### config.mk
export PLATFORM = sky130hd
export DESIGN_NAME = i2s_rx_stereo
export DESIGN_NICKNAME = d
export VERILOG_FILES = /design/src/rtl/i2s_pkg.sv /design/src/rtl/i2s_clkgen.sv /design/src/rtl/i2s_rx_stereo.sv
export SDC_FILE = /design/constraint.sdc
export NUM_CORES = 1
export LEC_CHECK = 0
export ABC_AREA = 1
export BUFFER_PORTS_ARGS = -buffer_cell sky130_fd_sc_hd__buf_4
export CORE_UTILIZATION = 25
export CTS_CLUSTER_DIAMETER = 200
export CTS_CLUSTER_SIZE = 30
export DETAILED_ROUTE_END_ITERATION = 8
export PLACE_DENSITY = 0.4
export SKIP_CTS_REPAIR_TIMING = 1
export SLEW_MARGIN = 20
export SYNTH_ARGS = -nofsm -noshare
export SYNTH_HDL_FRONTEND = slang
export SYNTH_SLANG_ARGS = --single-unit
### constraint.sdc
create_clock -name clk -period 2.3 [get_ports clk]
set_clock_uncertainty 0.1 [all_clocks]
set_input_delay 0.46 -clock clk [delete_from_list [all_inputs] [get_ports clk]]
set_output_delay 0.46 -clock clk [all_outputs]
set_load 0.01 [all_outputs]
### src/rtl/i2s_pkg.sv
// Shared channel type, default geometry and helpers for the I2S stereo receiver.
package i2s_pkg;

    typedef enum logic {CH_LEFT = 1'b0, CH_RIGHT = 1'b1} i2s_ch_e;

    localparam int I2S_DATA_SIZE = 24;
    localparam int I2S_SLOT_SIZE = 32;
    localparam int OVERRUN_CNT_W = 16;

    function automatic logic [OVERRUN_CNT_W-1:0] sat_inc(input logic [OVERRUN_CNT_W-1:0] value);
        logic [OVERRUN_CNT_W-1:0] result;
        result = (value == {OVERRUN_CNT_W{1'b1}}) ? value : value + OVERRUN_CNT_W'(1);
        return result;
    endfunction

endpackage

### src/rtl/i2s_clkgen.sv
// I2S master clocking: divides clk into SCK, tracks the slot bit position and WS.
module i2s_clkgen
    import i2s_pkg::*;
#(
    parameter int CLK_DIV   = 4,
    parameter int SLOT_SIZE = I2S_SLOT_SIZE
) (
    input  logic                         clk,
    input  logic                         rst_n,
    input  logic                         enable,
    output logic                         sck,
    output i2s_ch_e                      ws,
    output logic                         sck_rise,
    output logic                         sck_fall,
    output logic [$clog2(SLOT_SIZE)-1:0] pos
);

    localparam int DIV_W = $clog2(CLK_DIV + 1);
    localparam int POS_W = $clog2(SLOT_SIZE);
    localparam logic [DIV_W-1:0] DIV_LAST = DIV_W'(CLK_DIV - 1);
    localparam logic [POS_W-1:0] POS_LAST = POS_W'(SLOT_SIZE - 1);

    logic [DIV_W-1:0] div_cnt_r;
    logic             sck_r;
    logic             sck_rise_r;
    logic             sck_fall_r;
    logic [POS_W-1:0] pos_r;
    i2s_ch_e          ws_r;

    // Divider, SCK toggle with same-cycle edge strobes, slot position and word select
    always_ff @(posedge clk) begin
        if (!rst_n || !enable) begin
            div_cnt_r  <= DIV_W'(0);
            sck_r      <= 1'b0;
            sck_rise_r <= 1'b0;
            sck_fall_r <= 1'b0;
            pos_r      <= POS_W'(0);
            ws_r       <= CH_LEFT;
        end else begin
            sck_rise_r <= 1'b0;
            sck_fall_r <= 1'b0;
            if (div_cnt_r == DIV_LAST) begin
                div_cnt_r <= DIV_W'(0);
                sck_r     <= ~sck_r;
                if (!sck_r) begin
                    sck_rise_r <= 1'b1;
                end else begin
                    // WS and position move on the falling edge so data is stable at the next rise
                    sck_fall_r <= 1'b1;
                    if (pos_r == POS_LAST) begin
                        pos_r <= POS_W'(0);
                        ws_r  <= (ws_r == CH_LEFT) ? CH_RIGHT : CH_LEFT;
                    end else begin
                        pos_r <= pos_r + POS_W'(1);
                    end
                end
            end else begin
                div_cnt_r <= div_cnt_r + DIV_W'(1);
            end
        end
    end

    assign sck      = sck_r;
    assign ws       = ws_r;
    assign sck_rise = sck_rise_r;
    assign sck_fall = sck_fall_r;
    assign pos      = pos_r;

endmodule

### src/rtl/i2s_rx_stereo.sv
// Stereo I2S master receiver with valid/ready pair output and sticky overrun.
// Define I2S_RX_OVERRUN_CNT_EN to add the saturating overrun_count output.
module i2s_rx_stereo
    import i2s_pkg::*;
#(
    parameter int DATA_SIZE = I2S_DATA_SIZE,
    parameter int SLOT_SIZE = I2S_SLOT_SIZE,
    parameter int CLK_DIV   = 4
) (
    input  logic                     clk,
    input  logic                     rst_n,
    input  logic                     enable,
    input  logic                     i2s_sd,
    output logic                     i2s_sck,
    output logic                     i2s_ws,
    output logic [DATA_SIZE-1:0]     left_data,
    output logic [DATA_SIZE-1:0]     right_data,
    output logic                     frame_valid,
    input  logic                     frame_ready,
    output logic                     overrun,
`ifdef I2S_RX_OVERRUN_CNT_EN
    output logic [OVERRUN_CNT_W-1:0] overrun_count,
`endif
    input  logic                     overrun_clr
);

    localparam int POS_W = $clog2(SLOT_SIZE);
    localparam logic [POS_W-1:0] POS_FIRST = POS_W'(1);
    localparam logic [POS_W-1:0] POS_LAST  = POS_W'(DATA_SIZE);

    logic                 sck_s;
    i2s_ch_e              ws_s;
    logic                 sck_rise_s;
    logic                 sck_fall_s;
    logic [POS_W-1:0]     pos_s;

    logic [DATA_SIZE-1:0] left_sh_r;
    logic [DATA_SIZE-1:0] right_sh_r;
    logic [DATA_SIZE-1:0] left_next_s;
    logic [DATA_SIZE-1:0] right_next_s;
    logic [DATA_SIZE-1:0] left_data_r;
    logic [DATA_SIZE-1:0] right_data_r;
    logic                 frame_valid_r;
    logic                 overrun_r;

    logic                 cap_s;
    logic                 done_s;
    logic                 slot_start_s;
    logic                 accept_s;
    logic                 drop_s;

    i2s_clkgen #(
        .CLK_DIV   (CLK_DIV),
        .SLOT_SIZE (SLOT_SIZE)
    ) u_clkgen (
        .clk      (clk),
        .rst_n    (rst_n),
        .enable   (enable),
        .sck      (sck_s),
        .ws       (ws_s),
        .sck_rise (sck_rise_s),
        .sck_fall (sck_fall_s),
        .pos      (pos_s)
    );

    // Capture window, pair completion and handshake decisions
    always_comb begin
        left_next_s  = DATA_SIZE'({left_sh_r, i2s_sd});
        right_next_s = DATA_SIZE'({right_sh_r, i2s_sd});
        cap_s        = enable && sck_rise_s && (pos_s >= POS_FIRST) && (pos_s <= POS_LAST);
        done_s       = cap_s && (ws_s == CH_RIGHT) && (pos_s == POS_LAST);
        slot_start_s = enable && sck_fall_s && (pos_s == POS_W'(0));
        accept_s     = !frame_valid_r || frame_ready;
        drop_s       = done_s && !accept_s;
    end

    // Per-channel MSB-first shift registers, restarted at each slot boundary
    always_ff @(posedge clk) begin
        if (!rst_n || !enable) begin
            left_sh_r  <= {DATA_SIZE{1'b0}};
            right_sh_r <= {DATA_SIZE{1'b0}};
        end else if (slot_start_s) begin
            if (ws_s == CH_LEFT) begin
                left_sh_r <= {DATA_SIZE{1'b0}};
            end else begin
                right_sh_r <= {DATA_SIZE{1'b0}};
            end
        end else if (cap_s) begin
            if (ws_s == CH_LEFT) begin
                left_sh_r <= left_next_s;
            end else begin
                right_sh_r <= right_next_s;
            end
        end
    end

    // Output pair register with valid/ready handshake and sticky overrun (set beats clear)
    always_ff @(posedge clk) begin
        if (!rst_n) begin
            left_data_r   <= {DATA_SIZE{1'b0}};
            right_data_r  <= {DATA_SIZE{1'b0}};
            frame_valid_r <= 1'b0;
            overrun_r     <= 1'b0;
        end else begin
            if (done_s && accept_s) begin
                left_data_r   <= left_sh_r;
                right_data_r  <= right_next_s;
                frame_valid_r <= 1'b1;
            end else if (frame_valid_r && frame_ready) begin
                frame_valid_r <= 1'b0;
            end
            if (drop_s) begin
                overrun_r <= 1'b1;
            end else if (overrun_clr) begin
                overrun_r <= 1'b0;
            end
        end
    end

`ifdef I2S_RX_OVERRUN_CNT_EN
    logic [OVERRUN_CNT_W-1:0] ovr_cnt_r;

    // Dropped-pair counter; a drop coinciding with clear leaves a count of one
    always_ff @(posedge clk) begin
        if (!rst_n) begin
            ovr_cnt_r <= OVERRUN_CNT_W'(0);
        end else if (overrun_clr) begin
            ovr_cnt_r <= drop_s ? OVERRUN_CNT_W'(1) : OVERRUN_CNT_W'(0);
        end else if (drop_s) begin
            ovr_cnt_r <= sat_inc(ovr_cnt_r);
        end
    end

    assign overrun_count = ovr_cnt_r;
`endif

    assign i2s_sck     = sck_s;
    assign i2s_ws      = ws_s;
    assign left_data   = left_data_r;
    assign right_data  = right_data_r;
    assign frame_valid = frame_valid_r;
    assign overrun     = overrun_r;

endmodule

After elaboration in Yosys (flattened, before gate mapping)
Index checks and enable logic that the tools add are counted.
{"block": "op_classes", "n_reduce_logical": 26, "eq_ne": 3, "muxes": 16, "n_bitwise": 3, "n_addsub": 2, "n_lt_le_gt_ge": 2}
{"op": "2-to-1 mux 24 bit", "n": 4}
{"op": "2-to-1 mux 23 bit", "n": 4}
{"op": "== test 5 bit (second input constant)", "n": 2}
{"op": "logical AND 1 bit", "n": 10}
{"op": "2-to-1 mux 1 bit", "n": 7}
{"op": "AND reduction 2 bit", "n": 3}
{"op": "nonzero test 2 bit", "n": 3}
{"op": "adder 5 x 1 -> 5 bit (second input constant)", "n": 1}
{"op": "greater-or-equal comparator 5 x 1 -> 1 bit (second input constant)", "n": 1}
{"op": "<= comparator 5 bit (second input constant)", "n": 1}
{"op": "logical NOT 5 bit", "n": 1}
{"op": "2-to-1 mux 5 bit", "n": 1}
{"op": "logical NOT 1 bit", "n": 4}
{"op": "OR reduction 2 bit", "n": 2}
{"op": "adder 3 x 1 -> 3 bit (second input constant)", "n": 1}
{"op": "== test 3 x 2 -> 1 bit (second input constant)", "n": 1}
{"op": "NOT 1 bit", "n": 3}
{"op": "AND reduction 3 bit", "n": 1}
{"op": "logical OR 1 bit", "n": 2}
{"block": "totals", "input_bits": 6, "word_cells": 64, "reg_bits": 109, "out_inout_bits": 52}

Depth between registers and ports, before layout
Gate-level depths: netlist of run 1.
{"block": "depth", "depth_word": 7, "mapped_depth": 11, "mapped_depth_nobuf": 10}

Cells and area by module
From an unflattened synthesis of run 1, not the netlist that was laid out.
{"block": "hier_totals", "cells_unflattened": 716, "area_unflattened_um2": 4754.6}
{"module": "i2s_rx_stereo", "cells_each": 654, "area_per_inst_um2": 4245.3, "n_inst": 1, "seq_area_each_um2": 1941.9}
{"module": "i2s_clkgen", "cells_each": 62, "area_per_inst_um2": 509.2, "n_inst": 1, "seq_area_each_um2": 240.2}

Worst setup path before layout of run 1
No wires, ideal clock.
{"block": "synth_path", "kind": "register -> register", "from": "register u_clkgen.pos_r[1] (netlist: u_clkgen.pos[1])", "to": "register left_data_r[17] (netlist: left_data[17])", "path_buffers": 2, "synth_period_minus_slack_ps": 1682, "path_slack_ps": 618, "required_ps": 2130, "setup_ps": 70, "arrival_time_ps": 1512, "path_stages_with_launch": 12, "cell_sequence": "dfxtp_1 inv_1 ha_1 nor2_1 nand2_1 nor2_1 nor2_4 nand3_2 buf_4 buf_2 nand2_1 a21oi_1"}
{"block": "synth_between", "elab_chain_cells": 6, "elab_cells_between_ends": 8, "cone_classes": "2 x order compare; 1 x eq/ne; 5 x reduce/logical"}
{"element": "start, declared", "line": "i2s_clkgen.sv:27", "rtl": "logic [POS_W-1:0] pos_r;"}
{"element": "start signal, assigned", "line": "i2s_clkgen.sv:54", "rtl": "pos_r <= pos_r + POS_W'(1);"}
{"element": "greater-or-equal comparator 5 x 1 -> 1 bit", "line": "i2s_rx_stereo.sv:70", "rtl": "cap_s = enable && sck_rise_s && (pos_s >= POS_FIRST) && (pos_s <= POS_LAST);"}
{"element": "logical AND 1 bit (2 in series)", "line": "i2s_rx_stereo.sv:70"}
{"element": "logical AND 1 bit", "line": "i2s_rx_stereo.sv:71", "rtl": "done_s = cap_s && (ws_s == CH_RIGHT) && (pos_s == POS_LAST);"}
{"element": "logical AND 1 bit *", "line": "i2s_rx_stereo.sv:71"}
{"element": "logical AND 1 bit *", "line": "i2s_rx_stereo.sv:105", "rtl": "if (done_s && accept_s) begin"}
{"element": "end signal, assigned", "line": "i2s_rx_stereo.sv:100", "rtl": "left_data_r <= {DATA_SIZE{1'b0}};"}
{"element": "end signal, assigned", "line": "i2s_rx_stereo.sv:106", "rtl": "left_data_r <= left_sh_r;"}
{"element": "end, declared", "line": "i2s_rx_stereo.sv:41", "rtl": "logic [DATA_SIZE-1:0] left_data_r;"}
Mark *: on every way between the ends. The rest lies on a longest branch, timed or not.
A chain may end at the register's enable or synchronous reset.

Final worst setup path of run 1
{"block": "layout_path", "from": "register u_clkgen.pos_r[0] (netlist: u_clkgen.pos[0])", "to": "register left_sh_r[17]"}
{"block": "layout_between", "elab_chain_cells": 5, "elab_cells_between_ends": 9, "cone_classes": "2 x order compare; 1 x mux; 6 x reduce/logical"}
{"element": "greater-or-equal comparator 5 x 1 -> 1 bit", "line": "i2s_rx_stereo.sv:70"}
{"element": "logical AND 1 bit (2 in series)", "line": "i2s_rx_stereo.sv:70"}
{"element": "nonzero test 2 bit (no source line)"}
{"element": "AND reduction 2 bit (no source line)"}
{"element": "end signal, assigned", "line": "i2s_rx_stereo.sv:80", "rtl": "left_sh_r <= {DATA_SIZE{1'b0}};"}
{"element": "end signal, assigned", "line": "i2s_rx_stereo.sv:84", "rtl": "left_sh_r <= {DATA_SIZE{1'b0}};"}
{"element": "end signal, assigned", "line": "i2s_rx_stereo.sv:90", "rtl": "left_sh_r <= left_next_s;"}
{"element": "end, declared", "line": "i2s_rx_stereo.sv:37", "rtl": "logic [DATA_SIZE-1:0] left_sh_r;"}
Parallel ways exist; a longest one is shown, timed or not.

==> results of run 1 <==
-- power by group through the flow --
stage	Clock, mW	Sequential, mW	Combinational (mW)
after floorplan	0	1.93	0.0337
after global placement	0	1.93	0.0582
after detailed placement	0	1.93	0.0581
after CTS	1.61	1.89	0.0581
after global routing	1.68	1.89	0.0637
final	1.55	1.89	0.0564
-- tightest hold or removal path, stage by stage --
cell     delay, ns
buf_4         0.08
inv_1         0.03
nand2_1       0.04
a21oi_1       0.05
-- synth_stat cells --
cell,number,share of area [%]
nand3_2,1,0.22
clkbuf_1,22,1.8
nor3_4,1,0.35
a21oi_1,62,6.8
inv_1,54,4.4
ha_1,6,1.6
o21ai_0,3,0.33
nand4_1,48,6.5
dfxtp_1,109,48
nor3_1,3,0.33
nand2_2,4,0.54
buf_4,4,0.65
nor2_1,116,9.5
nor2_4,1,0.25
xor2_1,1,0.19
buf_1,2,0.16
nand3_1,27,2.9
nand2_1,169,14
buf_2,17,1.9
inv_2,1,0.082
clkinv_1,2,0.16
-- placed cells by master, fill, tap and decap left out, drive strengths merged --
master and instances:
nor3 4, a21oi 62, nand2 173, nor2 117, clkinv 3, inv 55
clkbuf 14, nand4 48, ha 6, clkinvlp 1, buf 76, xor2 1
o21ai 3, nand3 28, dfxtp 109
-- cell families after synthesis --
kind of cell,count (synthesis),synth area share [%]
fa+ha+maj,6,1.634
compound gates,65,7.082
flops,109,47.51
simple gates,370,34.46
buf+inv,102,9.126
xor+xnor,1,0.1907
-- stage by stage --
stage | std cells | hold WS, ns
finish | 929 | 0.2533
global route | 929 | 0.2540
CTS | 929 | 0.2370
detailed placement | 913 | 0.3193
global placement | 913 | 0.3064
floorplan | 653 | 0.2992
-- worst max-delay path by stage --
stage                               start       endpoint  cells past startpoint
after CTS                 u_clkgen.pos[0]  left_sh_r[17]                     10
final                     u_clkgen.pos[0]  left_sh_r[17]                     10
after floorplan           u_clkgen.pos[1]  left_data[17]                     11
after detailed placement  u_clkgen.pos[0]  left_sh_r[17]                     10
after global placement    u_clkgen.pos[0]  left_sh_r[12]                     10
after global routing      u_clkgen.pos[0]  left_sh_r[21]                     10
-- area by class of cell --
type                    instances  share of cell area (%)
well taps                     229                   5.165
clock inverters                 2                  0.2932
flip-flops and latches        109                   39.33
clock buffers                  14                   4.939
inverters                      57                   3.857
multi-input cells             442                   35.90
repair buffers                 76                   10.51
-- layer usage --
layer,track usage (%),vias up
li1,-,2156
met1,16.36,1879
met2,24.04,52
met3,3.348,10
met4,3.541,0
met5,0,-
-- registers in the layout, summed over array words and instances (netlist names) --
signal              flops
left_data              24
frame_valid             1
u_clkgen.div_cnt_r      3
u_clkgen.sck_fall       1
u_clkgen.pos            5
left_sh_r              24
u_clkgen.sck            1
u_clkgen.sck_rise       1
right_data             24
right_sh_r             23
overrun                 1
u_clkgen.ws             1
==> flow_summary.yaml, run 1 <==
floorplanning:
  dieArea_um2: 18920
  core_area_um2: 17960
  start_util_pct: 25.57
  row_count: 49
  die-width_um: 137.5
  fp.dieH_um: 137.5
  ios: 58
finish:
  layout.nets: 707
  final_area_um2: 5548
  drive_above_1_share_pct: 14.00
  fin_util_pct: 30.88
  diodes: 0
  nFillCells: 1978
  seqCellArea_um2: 2182
  multiInputGateArea_um2: 1992
  synthToLayoutAreaGrowth_pct: 20.78
clock_network:
  clock_sinks: 109
  cts_tree: "yes"
  clk_latency_ns: 0.35
  root_buffer: "clkbuf_16"
  numCtsBuffers: 9
  htree_num_levels: 3
  path_clk_slew_ns: 0.07
  max-clock-path-buffers: 2
worst_setup_path:
  critical_path_arrival_ns: 2.08
  end_kind: "flip-flop"
  crit_type: "flip-flop to flip-flop"
  crit_fanout: 26
  cp_top_family: "simple AND/OR/NAND/NOR gates"
  rr_startpoint: "u_clkgen.pos[0]"
  max_stage_delay_ns: 0.40
  crit_chain: "inv_1 > ha_1 > nand2_2 > nor2_1 > nand2_1 > nand2_2 > nand2_2 > nand2_1 > nand2_1 > nor2_1"
  worst_setup_path_start_kind: "flip-flop"
  reg2reg_slack_ns: 0.37
  ff2ff_path_depth: 10
  cp_slowest_cell: "dfxtp_1"
  cp.required_ns: 2.44
  crit_buf_inv: 1
  worstReg2RegEnd: "left_sh_r[17]"
logic_synthesis:
  syn_inst: 653
  avgSynthCellArea_um2: 7.034
  synth_cell_types: 21
  yosysWarnings: 0
  syn_nets: 665
  syn_area_um2: 4593
  yosysSeqAreaShare_pct: 47.51
  yosys_register_bits: 109
timing:
  rsz0062_at_grt: "no"
  setup_viol: 0
  fin_crit_ns: 1.932
  hold_viol: 0
  slew_violations: 0
  tightest_slew_ns: 0.5378
  fmax_ghz: 0.5176
  worst_slack_ns: 0.3680
  layout_worst_path_cycle_share_pct: 84.00
  slew_headroom_pct: 64.15
  setup-tns-final_ns: 0
place:
  finalWeightedCongestion: 0.7434
  dp_hpwl_um: 7745
  post_dp_cell_area_um2: 5258
  io_buffers: 57
  place_ws_ns: 0.3538
power:
  p_int_mw: 2.730
  power_density_nw_per_um2: 629.2
  power_switching_mw: 0.7606
  combPwrFrac_pct: 1.6
  power_leakage_nw: 2.370
  p_total_mw: 3.491
  ir_drop_uv: 325.1
  pwr-share-clk_pct: 44.3
  pwr-share-seq_pct: 54.1
  switching_share_pct: 21.79
detailed_routing:
  vias: 4097
  met2_length_um: 5893
  wl_met1_um: 5628
  routed_via_density: 4.410
  drtPass1Iterations: 4
  top_layer: "met4"
  ant_nets: 0
  wl_per_cell_um: 12.95
  drc: 0
  wl_met3_um: 394
  routed_wl_um: 12030
  drtIter0Drc: 152
min_path:
  hp-start: "overrun_clr"
  min_path_cells: 4
  whs_endpoint: "overrun"
  hold_class: "input port to flip-flop"
grt:
  grt_overflow: 0
  grt_pass1_vias: 3900
  antenna_found_initial: 0
  grt_start_max_net_pins: 51
  grt_first_pass_wirelength_um: 19800
  track_usage_pct: 13.63
status:
  status: "complete, no violations"
run:
  drv_cap: 0
(Power assumes the default switching activity.)
==> run 2: changes to the inputs <==
--- a/config.mk
+++ b/config.mk
@@ -5,13 +5,13 @@
 export SDC_FILE = /design/constraint.sdc
 export NUM_CORES = 1
 export LEC_CHECK = 0
-export ABC_AREA = 1
+export ABC_AREA = 0
 export BUFFER_PORTS_ARGS = -buffer_cell sky130_fd_sc_hd__buf_4
 export CORE_UTILIZATION = 25
 export CTS_CLUSTER_DIAMETER = 200
 export CTS_CLUSTER_SIZE = 30
 export DETAILED_ROUTE_END_ITERATION = 8
-export PLACE_DENSITY = 0.4
+export PLACE_DENSITY = 0.42
 export SKIP_CTS_REPAIR_TIMING = 1
 export SLEW_MARGIN = 20
 export SYNTH_ARGS = -nofsm -noshare
==> constraint.sdc (replaced) <==
create_clock -name clk -period 1.55 [get_ports clk]
set_clock_uncertainty 0.1 [all_clocks]
set_input_delay 0.31 -clock clk [delete_from_list [all_inputs] [get_ports clk]]
set_output_delay 0.31 -clock clk [all_outputs]
set_load 0.01 [all_outputs]
==> run 2 against run 1 <==
  * The run now ends with negative setup slack left
  * Largest cell class unchanged
  * Area after synthesis decreased by 15%
  * Count of clock-buffer cells in the layout fell by 3
  * Sequential share of layout area up 1.9 points
  * Clock power is 52% higher
==> flow_summary.yaml, run 2 <==
status:
  status: "finished, violations left"
  violations: "negative setup slack"
worst_setup_path:
  cp.required_ns: 1.74
  worst_setup_path_start_kind: "flip-flop"
  end_kind: "flip-flop"
  critical_path_arrival_ns: 2.02
  crit_type: "flip-flop to flip-flop"
  crit_fanout: 24
clock_network:
  cts_tree: "yes"
  root_buffer: "clkbuf_16"
  max-clock-path-buffers: 2
  path_clk_slew_ns: 0.07
  clk_latency_ns: 0.34
  numCtsBuffers: 9
  htree_num_levels: 3
  clock_sinks: 109
grt:
  grt_overflow: 0
  antenna_found_initial: 0
  grt_pass1_vias: 2859
  track_usage_pct: 11.22
  grt_first_pass_wirelength_um: 14060
  grt_start_max_net_pins: 51
logic_synthesis:
  yosys_register_bits: 109
  synth.most_common_cell: "dfxtp_1"
  synth_cell_types: 36
  synth_area_leader_cell: "dfxtp_1"
  synth_top_area_share_pct: 55.90
  yosysWarnings: 0
  synthFlopType: "dfxtp_1"
  synthTopCellsByArea: "dfxtp_1 56%, a22o_1 11%, nand2_1 9.6%, a21boi_1 9.2%, ha_1 1.9%"
  syn_nets: 400
  avgSynthCellArea_um2: 10.06
  syn_inst: 388
  synthArstFlopShare_pct: 0
  yosysSeqAreaShare_pct: 55.90
  synth_edf_count: 0
  syn_area_um2: 3904
  ys_top_cells_by_count: "109 x dfxtp_1, 100 x nand2_1, 48 x a21boi_1, 47 x a22o_1, 11 x clkbuf_1"
detailed_routing:
  drtPass1Iterations: 4
  vias: 2956
  drtIter0Drc: 114
  drc: 0
  ant_nets: 0
  wl_per_cell_um: 13.05
  routed_via_density: 4.472
  routed_wl_um: 8625
power:
  p_total_mw: 5.274
  ir_drop_uv: 506.8
  power_leakage_nw: 2.015
  power_density_nw_per_um2: 993.6
timing:
  slew_headroom_pct: 70.29
  setup_viol: 99
  layout_worst_path_cycle_share_pct: 118.1
  slew_violations: 0
  hold_viol: 0
  fmax_ghz: 0.5461
  worst_slack_ns: -0.2811
  rsz0062_at_grt: "yes"
  tightest_slew_ns: 0.4447
  holdWs_ns: 0.1168
  fin_crit_ns: 1.831
place:
  finalWeightedCongestion: 0.6726
  dp_hpwl_um: 5502
  io_buffers: 57
  place_ws_ns: -0.2815
floorplanning:
  die-width_um: 127.0
  fp.dieH_um: 127.0
  start_util_pct: 25.68
  dieArea_um2: 16120
  core_area_um2: 15200
  row_count: 45
  ios: 58
finish:
  final_cell_mix: "106 x dfxtp_1, 93 x nand2_1, 83 x buf_4"
  layout.nets: 480
  final_common_cell: "dfxtp_1"
  diodes: 0
  drive_above_1_share_pct: 30.66
  nFillCells: 1582
  synthToLayoutAreaGrowth_pct: 35.96
min_path:
  hold_class: "input port to flip-flop"
run:
  drv_cap: 0
==> run 2: changes by cell type after synthesis, sizes merged, moves of 3 or more <==
cell and delta:
buf -9, nand3 -24, nor3b +3, a21boi +48, a21oi -56, inv -52, nand4 -47, nor2b +3
nor3 +3, a22o +47, clkbuf -11, nor2 -110, nand2 -73
==> run 2: final timing paths <==
path	startpoint	cells after the start	endpoint	slack, ns
worst max register to register	u_clkgen.pos[0]	8	left_sh_r[2]	-0.28
worst max-delay path	u_clkgen.pos[0]	8	left_sh_r[2]	-0.28
worst min-delay path	i2s_sd	2	left_sh_r[0]	0.12
worst min register to register	u_clkgen.div_cnt_r[0]	1	u_clkgen.div_cnt_r[0]	0.33
==> run 2: power breakdown <==
group | switching (mW) | total, mW | internal, mW
Sequential | 0.00125 | 2.80 | 2.80
Combinational | 0.0606 | 0.114 | 0.0531
Clock | 1.02 | 2.36 | 1.34
Total | 1.08 | 5.27 | 4.19
==> run 2: cell type report <==
class	instances	area [µm²]	area share, %
sequential	109	2191	41.28
clock inverter	5	57.56	1.084
multi-input combinational	251	1727	32.53
inverter	3	13.76	0.2593
timing repair buffer	94	830.8	15.65
clock buffer	11	252.7	4.762
tap	188	235.2	4.432
==> run 2: metal layers <==
| layer | routed length (µm) | part of all wire, % | vias to the layer above | track usage [%] |
|---|---|---|---|---|
| li1 | - | - | 1512 | - |
| met1 | 4500 | 52 | 1380 | 15.11 |
| met2 | 3632 | 42 | 54 | 16.22 |
| met3 | 336 | 3.9 | 10 | 3.627 |
| met4 | 155 | 1.8 | 0 | 5.112 |
| met5 | 0 | 0 | - | 0 |
==> run 2: cells by family (layout without fill, tap and decap cells) <==
group / after synthesis / after routing / share of synthesized area (%)
adder cells (fa/ha/maj): 6 / 6 / 1.923
XOR/XNOR: 2 / 2 / 0.4488
AND/OR/NAND/NOR: 134 / 134 / 15.71
AO/OA/AOI/OAI: 109 / 109 / 22.44
flip-flops: 109 / 109 / 55.90
buffers and inverters: 28 / 113 / 3.590
==> run 2: worst max-delay path: stages (launching register included) <==
cell	delay (ns)
dfxtp_4	0.37
inv_2	0.06
ha_4	0.13
nand2b_4	0.09
a221o_1	0.42
buf_6	0.14
nor3_4	0.14
buf_12	0.18
a22o_1	0.14
==> run 2: stage by stage <==
stage               util, %  area [µm²]  setup TNS, ns  instances
finish                34.91        5308         -23.23        661
global route          34.91        5308         -30.98        661
CTS                   33.81        5140         -22.51        655
detailed placement    31.77        4830         -20.72        639
global placement      31.77        4830         -19.20        639
floorplan                 -        3978         -13.14        388
